### config.mk
export PLATFORM = sky130hd
export DESIGN_NAME = array_xfer_ctrl
export DESIGN_NICKNAME = d
export VERILOG_FILES = /design/src/rtl/array_xfer_pkg.sv /design/src/rtl/xfer_idx_cnt.sv /design/src/rtl/array_xfer_ctrl.sv
export SDC_FILE = /design/constraint.sdc
export NUM_CORES = 1
export LEC_CHECK = 0
export CORE_MARGIN = 2
export CORE_UTILIZATION = 50
export DETAILED_ROUTE_END_ITERATION = 12
export HOLD_SLACK_MARGIN = 0.05
export PLACE_DENSITY = 0.77
export SETUP_SLACK_MARGIN = 0.3
export SYNTH_ARGS = -nofsm -noshare
export SYNTH_HDL_FRONTEND = slang
export SYNTH_SLANG_ARGS = --single-unit
### constraint.sdc
create_clock -name clk -period 3.25 [get_ports clk]
set_input_delay 0.975 -clock clk [delete_from_list [all_inputs] [get_ports clk]]
set_output_delay 0.975 -clock clk [all_outputs]
set_load 0.02 [all_outputs]
### src/rtl/array_xfer_pkg.sv
// Shared types for the array transfer sequencer.
// State encoding and transfer mode codes.
package array_xfer_pkg;

    typedef enum logic [2:0] {
        IDLE,
        READ,
        FILL,
        DRAIN,
        DONE
    } xfer_state_t;

    localparam logic MODE_COPY = 1'b0;
    localparam logic MODE_FILL = 1'b1;

endpackage

### src/rtl/xfer_idx_cnt.sv
// Element index counter for the transfer sequencer.
// Clears to 0, steps by one, saturates at DEPTH-1.
module xfer_idx_cnt #(
    parameter int DEPTH = 3,
    parameter int IDX_W = 2
) (
    input  logic             clk,
    input  logic             rst_n,
    input  logic             clear,
    input  logic             inc,
    output logic [IDX_W-1:0] idx,
    output logic             last
);

    assign last = (idx == IDX_W'(DEPTH - 1));

    // index register: clear wins, never steps past the last element
    always_ff @(posedge clk or negedge rst_n) begin
        if (!rst_n) begin
            idx <= '0;
        end else if (clear) begin
            idx <= '0;
        end else if (inc && !last) begin
            idx <= idx + 1'b1;
        end
    end

endmodule

### src/rtl/array_xfer_ctrl.sv
// Whole-array copy/fill sequencer, one element write per cycle.
// Copy writes trail their reads by one cycle; abortable at any busy cycle.
module array_xfer_ctrl #(
    parameter int DEPTH = 3,
    parameter int WIDTH = 2,
    parameter int IDX_W = $clog2(DEPTH > 1 ? DEPTH : 2)
) (
    input  logic             clk,
    input  logic             rst_n,
    input  logic             start,
    input  logic             mode,
    input  logic [WIDTH-1:0] fill_val,
    input  logic             abort,
    output logic             src_rd_en,
    output logic [IDX_W-1:0] src_rd_idx,
    input  logic [WIDTH-1:0] src_rd_data,
    output logic             dst_wr_en,
    output logic [IDX_W-1:0] dst_wr_idx,
    output logic [WIDTH-1:0] dst_wr_data,
    output logic             busy,
    output logic             done,
    output logic             aborted
);

    import array_xfer_pkg::*;

    xfer_state_t      state;
    logic             copy_wr;
    logic [WIDTH-1:0] data_q;
    logic [IDX_W-1:0] cnt_idx;
    logic             cnt_last;
    logic             cnt_clear;
    logic             cnt_inc;
    logic             active;
    logic             stop;

    assign active    = (state == READ) || (state == FILL);
    assign stop      = abort && (active || (state == DRAIN));
    assign cnt_clear = !active || abort;
    assign cnt_inc   = active && !abort;

    assign src_rd_idx = cnt_idx;

    // Source data arrives from the array's registered read port, so a
    // copy write forwards it directly; a fill write uses the latched value.
    assign dst_wr_data = copy_wr ? src_rd_data : data_q;

    xfer_idx_cnt #(
        .DEPTH (DEPTH),
        .IDX_W (IDX_W)
    ) u_idx (
        .clk   (clk),
        .rst_n (rst_n),
        .clear (cnt_clear),
        .inc   (cnt_inc),
        .idx   (cnt_idx),
        .last  (cnt_last)
    );

    // sequencer state and registered strobes/pulses
    always_ff @(posedge clk or negedge rst_n) begin
        if (!rst_n) begin
            state      <= IDLE;
            src_rd_en  <= 1'b0;
            dst_wr_en  <= 1'b0;
            dst_wr_idx <= '0;
            data_q     <= '0;
            copy_wr    <= 1'b0;
            busy       <= 1'b0;
            done       <= 1'b0;
            aborted    <= 1'b0;
        end else begin
            done    <= 1'b0;
            aborted <= 1'b0;
            if (stop) begin
                state      <= IDLE;
                src_rd_en  <= 1'b0;
                dst_wr_en  <= 1'b0;
                dst_wr_idx <= '0;
                data_q     <= '0;
                copy_wr    <= 1'b0;
                busy       <= 1'b0;
                aborted    <= 1'b1;
            end else begin
                unique case (state)
                    IDLE: begin
                        if (start && !abort) begin
                            busy <= 1'b1;
                            unique case (mode)
                                MODE_COPY: begin
                                    state     <= READ;
                                    src_rd_en <= 1'b1;
                                end
                                MODE_FILL: begin
                                    state      <= FILL;
                                    dst_wr_en  <= 1'b1;
                                    dst_wr_idx <= '0;
                                    data_q     <= fill_val;
                                end
                            endcase
                        end
                    end
                    READ: begin
                        dst_wr_en  <= 1'b1;
                        copy_wr    <= 1'b1;
                        dst_wr_idx <= cnt_idx;
                        if (cnt_last) begin
                            state     <= DRAIN;
                            src_rd_en <= 1'b0;
                        end
                    end
                    DRAIN: begin
                        state      <= DONE;
                        dst_wr_en  <= 1'b0;
                        dst_wr_idx <= '0;
                        copy_wr    <= 1'b0;
                        busy       <= 1'b0;
                        done       <= 1'b1;
                    end
                    FILL: begin
                        if (cnt_last) begin
                            state      <= DONE;
                            dst_wr_en  <= 1'b0;
                            dst_wr_idx <= '0;
                            data_q     <= '0;
                            busy       <= 1'b0;
                            done       <= 1'b1;
                        end else begin
                            dst_wr_idx <= cnt_idx + 1'b1;
                        end
                    end
                    DONE: begin
                        state <= IDLE;
                    end
                    default: begin
                        state <= IDLE;
                    end
                endcase
            end
        end
    end

endmodule

Yosys cells after proc, flatten, opt, wreduce, memory -nomap -nowiden:

Index checks and enable logic that the tools add are counted.

* add/sub/neg operators: 1
* $mul: 0
* divide/modulo/power cells: 0
* $lt $le $gt $ge: 0
* equal/unequal tests: 9
* shift-type cells: 0
* multiplexer cells: 37
* bitwise gates (word level): 1
* reductions and logical operators: 23

Operator list (count)
* $mux 2: 11
* $mux 1: 13
* $mux 3: 4
* $pmux 3 s4: 1
* $reduce_and 4->1: 3
* $ne 3x3->1 const B: 3
* $reduce_and 3->1: 3
* $reduce_bool 3->1: 3
* $pmux 2 s4: 1
* $eq 3x2->1 const B: 2
* $ne 3x2->1 const B: 2
* $pmux 1 s2: 3
* $pmux 3 s2: 1
* $reduce_bool 5->1: 1
* $logic_and 1x1->1: 4
* $pmux 1 s4: 1
* $pmux 2 s2: 1
* $reduce_bool 4->1: 1
* $eq 3x1->1 const B: 1
* $logic_not 1->1: 3
* $logic_not 3->1: 1
* $logic_or 1x1->1: 3
* $pmux 1 s3: 1
* $add 2x1->2 const B: 1
* 3 further kinds: 3

* register bits: 15
* latch bits: 0
* RAM bits: 0
* memory bits (read-only): 0
* bits of input ports: 9
* output and inout port bits: 11
* word-level logic and storage cells: 81
* memories kept: 0

Logic depth before layout (Yosys ltp):

* depth in word-level cells: 6
* depth in mapped cells: 6
* depth with buffers taken out: 6

Modules after synthesis:

Synthesis repeated with hierarchy kept, for this count alone.

* cells, all modules: 86
* area, all modules: 869.6 µm²

By module, submodules not included
* array_xfer_ctrl: instances 1, cells each 75, area an instance 739.5 µm², sequential area each 325.3 µm²
* xfer_idx_cnt: instances 1, cells each 11, area an instance 130.1 µm², sequential area each 50.0 µm²

Worst setup path after synthesis:

Ideal clock, no wire load.

* path kind: input to output
* start: in src_rd_data[0]
* end: out dst_wr_data[0]
* arrival: 1.239 ns
* data required time: 2.275 ns
* setup slack: 1.036 ns
* stages on the path: 2
* buffers on the path: 0
* cell sequence: nand2_1 > o21ai_0

* longest elaborated chain between the ends: 1

Ends and longest elaborated chain
* start: declaration: line array_xfer_ctrl.sv:16 `input logic [WIDTH-1:0] src_rd_data,`
* $mux 2: line array_xfer_ctrl.sv:46 `assign dst_wr_data = copy_wr ? src_rd_data : data_q;`
* end: declaration: line array_xfer_ctrl.sv:19 `output logic [WIDTH-1:0] dst_wr_data,`

No other way between the ends.

Worst setup path in the final report:

Same ends and word-level chain as after synthesis.

==> summary.md <==
| Metric | Value |
|---|---|
| Data arrival time of the critical path | `1.89 ns` |
| Yosys warns | `0` |
| Ratio of cells with drive above 1 in the final layout | `5.88%` |
| Final Routed Wirelength | `1.61 mm` |
| GRT Residual Overflow | `0` |
| CP Data Required Time | `2.27 ns` |
| Critical path fanouts, max | `1` |
| Cell chain of the critical path | `clkdlybuf4s50_1, nand2_1, o21ai_0, dlygate4sd2_1` |
| Worst setup path class | `primary input to primary output` |
| Total of cells resized after clock tree synthesis | `2` |
| Gate power share | `34.2%` |
| Post-DP HPWL | `1.18 mm` |
| Global-route wire length before repair | `2.86 mm` |
| Final Hold Fails | `0` |
| Number of pins with negative max-slew slack in the final report | `0` |
| Number of CTS-inserted buffers | `3` |
| Final total negative setup slack | `0 ns` |
| Number of setup buffers added after CTS | `0` |
| Hold Crit Class | `flop to flop` |
| Worst slew margin relative to its limit | `54.2%` |
| Pre-Repair DR Iteration Count | `4` |
| # hold bufs at CTS | `0` |
| Setup slack after placement | `0.0963 ns` |
| Layout overhead on the synthesized area | `27.2%` |
| Clock slew seen by the registers of the worst setup and hold paths | `0.09 ns` |
| Cell row count | `14` |
| Min Clock Period, post-route | `2.86 ns` |
| Static Leak | `0.444 nW` |
| Starting Density | `52.3%` |
| Worst path setup slack after routing | `0.386 ns` |
| Remaining antenna violation count | `0` |
| Post-synth design cell area | `778 µm²` |
| H-tree depth reported by CTS | `1` |
| Die width | `43.5 µm` |
| Clock tree from TritonCTS | `built` |
| Cells after Synth | `83` |
| Area of the core | `0.00149 mm²` |
| Vertical extent of the die | `43.5 µm` |
| Setup repair after global routing missed its margin | `false` |
| Transition time at the pin with the least slew margin | `0.685 ns` |
| Worst reg-to-reg path cell count | `6` |
| Power density relative to cell area | `539 mW/mm²` |
| Most Crowded Layer GR | `met2` |
| Wire length per cell after detailed routing | `13.7 µm` |
| Global routing usage on met3 | `2.50%` |
| Achievable clock frequency | `349 MHz` |
| Clock tree sinks | `15` |
| Final Core Density | `66.5%` |
| Routability Congestion | `0.699` |
| Largest vdd supply drop | `0.000317 V` |
| Number of antenna repair diodes | `0` |
| Cell Int Power | `0.000350 W` |
| Initial antenna violation count | `0` |
| Final nets | `115` |
| Register share of total power | `45.3%` |
| Post-route fraction of the period consumed by the critical path | `88.1%` |
| I/O pin count | `20` |
| Vias | `664` |
| GRT Util Overall | `20.4%` |
| Worst clock skew | `0.00686 ns` |
| Nature of the critical path endpoint | `primary output` |
| Family with the most delay on the worst path | `buffers and inverters` |
| Total of flip-flops plus latches after synthesis | `15` |
| Input/output buffers | `19` |
| Met2 usage in global routing | `31.6%` |
| Maximum number of pins on one net before global-route repair | `16` |
| Via count of the first global-routing pass | `669` |
| Post-synth cell types | `26` |
| Portion of total power attributed to the clock network | `20.6%` |
| Kind of start point of the critical path | `primary input` |
| Buffering stage count on the worst path with inverters included | `2` |
| Max cap viols | `0` |
| Synthesized Nets | `95` |
| Switching part of the total | `34.4%` |
| Outcome | `completed` |
| Cell with the largest stage delay on the worst path | `sky130_fd_sc_hd__clkdlybuf4s50_1` |
| Clk Latency, worst-skew pair | `0.29 ns` |
| Full die area | `0.00189 mm²` |
| Share of synthesized area occupied by flip-flops and latches | `48.2%` |
| DRC errors left | `0` |
| Starting DRC count in detailed routing | `15` |
| Bufs on Longest Clock Path | `2` |
| Synthesized area divided by synthesized cell count | `9.38 µm²` |
| Largest incremental delay on the critical path | `0.46 ns` |
| Final setup viols | `0` |
| Met1 layer usage reported by global route | `27.9%` |
| Switching pwr | `0.000184 W` |
| Hold-critical path depth | `2` |
| Routed via count divided by cell count | `5.63` |
| Stages on the worst setup path | `4` |
| Number of fill cells | `128` |
| Master cell of the clock root buffer | `sky130_fd_sc_hd__clkbuf_4` |
[layer usage]
layer	vias up	wire [µm]
met4	0	38
li1	321	-
met3	5	55
met2	27	771
met1	311	748
met5	-	0
[worst reg2reg max path, stage by stage (launching register included)]
cell                       delay [ns]
sky130_fd_sc_hd__dfrtp_1         0.44
sky130_fd_sc_hd__inv_1           0.10
sky130_fd_sc_hd__ha_1            0.31
sky130_fd_sc_hd__o21ai_0         0.18
sky130_fd_sc_hd__a311oi_2        0.34
sky130_fd_sc_hd__o21ai_2         0.12
sky130_fd_sc_hd__mux2i_1         0.19
[state kept, by name, indices dropped and copies added, names as in the netlist]
| register | flops |
|---|---|
| u_idx.idx | 2 |
| done | 1 |
| copy_wr | 1 |
| src_rd_en | 1 |
| dst_wr_idx | 2 |
| data_q | 2 |
| dst_wr_en | 1 |
| busy | 1 |
| state | 3 |
| aborted | 1 |
[worst paths after layout]
| path | to | slack (ns) | from |
|---|---|---|---|
| setup reg to reg | data_q[1]$_DFFE_PN0P_ | 1.49 | u_idx.idx[0]$_DFFE_PN0P_ |
| min in group asynchronous | dst_wr_en$_DFFE_PN0P_ | 1.09 | rst_n |
| max in group asynchronous | dst_wr_idx[0]$_DFFE_PN0P_ | 1.72 | rst_n |
| setup / recovery | dst_wr_data[0] | 0.39 | src_rd_data[0] |
| hold reg to reg | dst_wr_en$_DFFE_PN0P_ | 0.50 | dst_wr_en$_DFFE_PN0P_ |
| hold / removal | dst_wr_en$_DFFE_PN0P_ | 0.50 | dst_wr_en$_DFFE_PN0P_ |
[through the flow]
| step | area (µm²) | hold WS [ns] | power [W] | cells |
|---|---|---|---|---|
| CTS | 990 | 0.513 | 0.000538 | 118 |
| global placement | 966 | 0.481 | 0.000430 | 114 |
| detailed placement | 966 | 0.486 | 0.000437 | 114 |
| floorplan | 778 | 0.490 | 0.000351 | 83 |
| finish | 990 | 0.503 | 0.000533 | 118 |
| global route | 990 | 0.539 | 0.000565 | 118 |
[power by group through the flow]
stage | clock [W] | combinational [W] | sequential (W)
after floorplan | 0 | 0.0000904 | 0.000261
after global placement | 0 | 0.000187 | 0.000243
after detailed placement | 0 | 0.000191 | 0.000246
after CTS | 0.000112 | 0.000184 | 0.000242
after global routing | 0.000119 | 0.000200 | 0.000246
final | 0.000110 | 0.000182 | 0.000242
[Yosys cell counts]
cell                         n  area (µm²)
sky130_fd_sc_hd__nor3_1      4        20.0
sky130_fd_sc_hd__a21oi_1     5        25.0
sky130_fd_sc_hd__a311oi_2    1        15.0
sky130_fd_sc_hd__nand3_1     1        5.00
sky130_fd_sc_hd__nor2b_1     1        6.26
sky130_fd_sc_hd__nand2b_1    1        6.26
sky130_fd_sc_hd__nand2_1     7        26.3
sky130_fd_sc_hd__xor2_1      1        8.76
sky130_fd_sc_hd__clkbuf_1    3        11.3
sky130_fd_sc_hd__inv_1       8        30.0
sky130_fd_sc_hd__dfrtp_1    15         375
sky130_fd_sc_hd__o21bai_1    1        7.51
sky130_fd_sc_hd__o21ai_0     6        30.0
sky130_fd_sc_hd__ha_1        3        37.5
sky130_fd_sc_hd__mux2i_1     3        30.0
sky130_fd_sc_hd__o32a_1      1        10.0
sky130_fd_sc_hd__a211oi_1    2        15.0
sky130_fd_sc_hd__nor3b_1     1        7.51
sky130_fd_sc_hd__nor2_1     10        37.5
sky130_fd_sc_hd__or2_2       1        6.26
sky130_fd_sc_hd__and2_1      1        6.26
sky130_fd_sc_hd__buf_6       1        11.3
sky130_fd_sc_hd__a22oi_1     2        15.0
sky130_fd_sc_hd__o2bb2ai_1   2        17.5
sky130_fd_sc_hd__or3b_1      1        8.76
sky130_fd_sc_hd__o21ai_2     1        8.76
[logic make-up after synthesis]
family / count (synthesis) / share of synthesized area, %
compound gates: 21 / 18.5
xor+xnor: 1 / 1.13
fa+ha+maj: 3 / 4.82
buf+inv: 12 / 6.75
flops: 15 / 48.2
mux: 3 / 3.86
simple gates: 28 / 16.7
[cell type report]
cell class,count,area (µm²),share of cell area (%)
repair buffers,19,188,19.0
flip-flops and latches,15,375,37.9
multi-input cells,56,350,35.4
well taps,16,20.0,2.02
clock buffers,4,26.3,2.65
inverters,8,30.0,3.03
[cells in the final DEF, fill, tap and decap left out, types with 2 or more instances in the layout]
master and instances:
sky130_fd_sc_hd__nor3_1 4, sky130_fd_sc_hd__dlygate4sd2_1 2, sky130_fd_sc_hd__mux2i_1 3, sky130_fd_sc_hd__o21ai_0 6, sky130_fd_sc_hd__inv_1 8, sky130_fd_sc_hd__clkbuf_4 3
sky130_fd_sc_hd__a22oi_1 2, sky130_fd_sc_hd__ha_1 3, sky130_fd_sc_hd__o2bb2ai_1 2, sky130_fd_sc_hd__nand2_1 7, sky130_fd_sc_hd__clkdlybuf4s50_1 17, sky130_fd_sc_hd__a211oi_1 2
sky130_fd_sc_hd__dfrtp_1 15, sky130_fd_sc_hd__nor2_1 10, sky130_fd_sc_hd__a21oi_1 5
No activity file was read; power rests on OpenSTA's default activity.
==> variant: new RTL, config.mk and constraints unchanged <==
The 5 states of `xfer_state_t` get a Gray code encoding in 3 bits.
--- a/src/rtl/array_xfer_pkg.sv
+++ b/src/rtl/array_xfer_pkg.sv
@@ -5,7 +5,7 @@
     typedef enum logic [2:0] {
-        IDLE,
-        READ,
-        FILL,
-        DRAIN,
-        DONE
+        IDLE  = 3'b000,
+        READ  = 3'b001,
+        FILL  = 3'b011,
+        DRAIN = 3'b010,
+        DONE  = 3'b110
     } xfer_state_t;
Check against the original RTL: same outputs for any inputs over 10 cycles, from zero or initial values and one cycle with rst_n low; not proved beyond that.
==> variant against the original RTL <==
Sequential power grew 17%. Sequential cell count is the same. Maximum frequency grew 0.11%. Wire length grew 3.5%. Power grew 20%. Design area grew 2.7%. Setup slack gained 0.0033 ns. Area after synthesis grew 3.1%.
==> variant: results (changes against the original RTL) <==
Result of the run = finished clean
Worst min-delay path endpoint = src_rd_en
Leakage power figure = 0.444 nW (about the same)
Total number of H-tree levels = 1 (unchanged)
Post-CTS clock slew at the launch and capture registers of the worst setup and hold paths = 0.09 ns (about the same)
Number of cells traversed by the worst register-to-register path = 5 (-1)
Fraction of final layout cells sized beyond drive strength 1 = 6.06% (+0.18 points)
Vias/cell = 5.77 (+2.5%)
Syn Nets = 92 (-3.2%)
Worst max-slew margin expressed relative to the limit = 55.6% (+1.5 points)
Number of global-route vias before repair = 674 (+0.75%)
Met2 usage = 33.5% (+1.9 points)
Worst-skew pair later-pin latency = 0.28 ns
Post-Synth XOR/XNOR Area = 1.09% (-0.033 points)
Hold path depth = 2 (unchanged)
Share of cell area taken by muxes after synthesis = 4.99% (+1.1 points)
Fin nets = 112 (-2.6%)
Met3 wire length = 65 um (+18%)
Global-route wire length before repair = 3090 um (+8.0%)
Setup slack of the worst register-to-register path = 1.77 ns (+0.28 ns)
Adder and majority gate portion of the synthesized area = 6.08% (+1.3 points)
Number of iterations in the first detailed-routing pass = 4 (unchanged)
Antenna violations before repair = 0 (unchanged)
Number of buffers on the longest clock path = 2 (unchanged)
Async set or reset register ratio after synthesis = 100% (unchanged)
Wire length on met2 = 803 um (+4.2%)
Switching power of the nets = 241 uW (+31%)
Worst clock skew on the final layout = 0.00344 ns (-0.00342 ns)
Worst min-delay path startpoint = src_rd_en
Capturing point of the worst reg2reg path = busy
Largest cells by area after synthesis = dfrtp_1, mux2i_1, ha_1
Detailed-route wire length on metal 1 = 781 um (+4.4%)
Drt wl/cell = 14.5 um (+6.2%)
Post-DP HPWL = 1190 um (+0.80%)
Uppermost signal routing layer after detailed routing = met4
Synthesized-area fraction occupied by ao, oa, aoi and oai cells = 18.1% (-0.39 points)
Worst vdd ir = 0.000380 V (+20%)
Gpl congestion = 0.707 (+1.2%)
Maximum achievable frequency = 350 MHz (+0.11%)
Routing usage on met1 = 30.1% (+2.2 points)
Number of library cell types mapped by synthesis = 33 (+27%)
Top cell types by occurrence after synthesis = dfrtp_1, inv_1, o21ai_0
Global-route track usage on met3 = 5.31% (+2.8 points)
GRT Util Overall = 21.7% (+1.3 points)
Drt initial violations = 8 (-7)
Cell area reported after detailed placement = 991 um^2 (+2.6%)
Sequential-to-total area share from yosys stat = 46.8% (-1.4 points)
-- variant: through the flow --
stage	power (mW)	instances	setup slack [ns]	hold WS, ns	util [%]
2_1_floorplan	0.430	80	1.04	0.491	-
3_3_place_gp	0.535	111	0.121	0.519	65.8
3_5_place_dp	0.545	111	0.0995	0.529	65.8
4_1_cts	0.645	115	0.377	0.542	67.4
5_1_grt	0.681	115	0.303	0.563	67.4
6_report	0.639	115	0.390	0.542	67.4
-- variant: worst max-delay path by stage --
stage                          end  cells after the start      startpoint  slack, ns
floorplan           dst_wr_data[1]                      2  src_rd_data[1]       1.04
global placement    dst_wr_data[1]                      4  src_rd_data[1]       0.12
detailed placement  dst_wr_data[1]                      4  src_rd_data[1]        0.1
CTS                 dst_wr_data[1]                      4  src_rd_data[1]       0.38
global route        dst_wr_data[0]                      4  src_rd_data[0]       0.30
finish              dst_wr_data[1]                      4  src_rd_data[1]       0.39
-- variant: power by group through the flow --
stage          Sequential, mW  Combinational (mW)  Clock (mW)
6_report                0.284               0.247       0.108
2_1_floorplan           0.295               0.135           0
5_1_grt                 0.293               0.271       0.117
3_5_place_dp            0.288               0.257           0
3_3_place_gp            0.284               0.250           0
4_1_cts                 0.284               0.249       0.112
-- variant: worst max-delay path, delay by kind of cell --
family / cells / cell delay, ns
AOI/OAI and AO/OA: 1 / 0.06
and+or+nand+nor: 1 / 0.04
buffers and inverters: 2 / 0.80
-- variant: area by class of cell --
type | instances | area (um^2)
Clock buffer | 3 | 22.5
Clock inverter | 1 | 5.00
Tap cell | 16 | 20.0
Timing Repair Buffer | 19 | 188
Sequential cell | 15 | 375
Multi-Input combinational cell | 54 | 379
Inverter | 7 | 26.3
Fill cell | 129 | 490
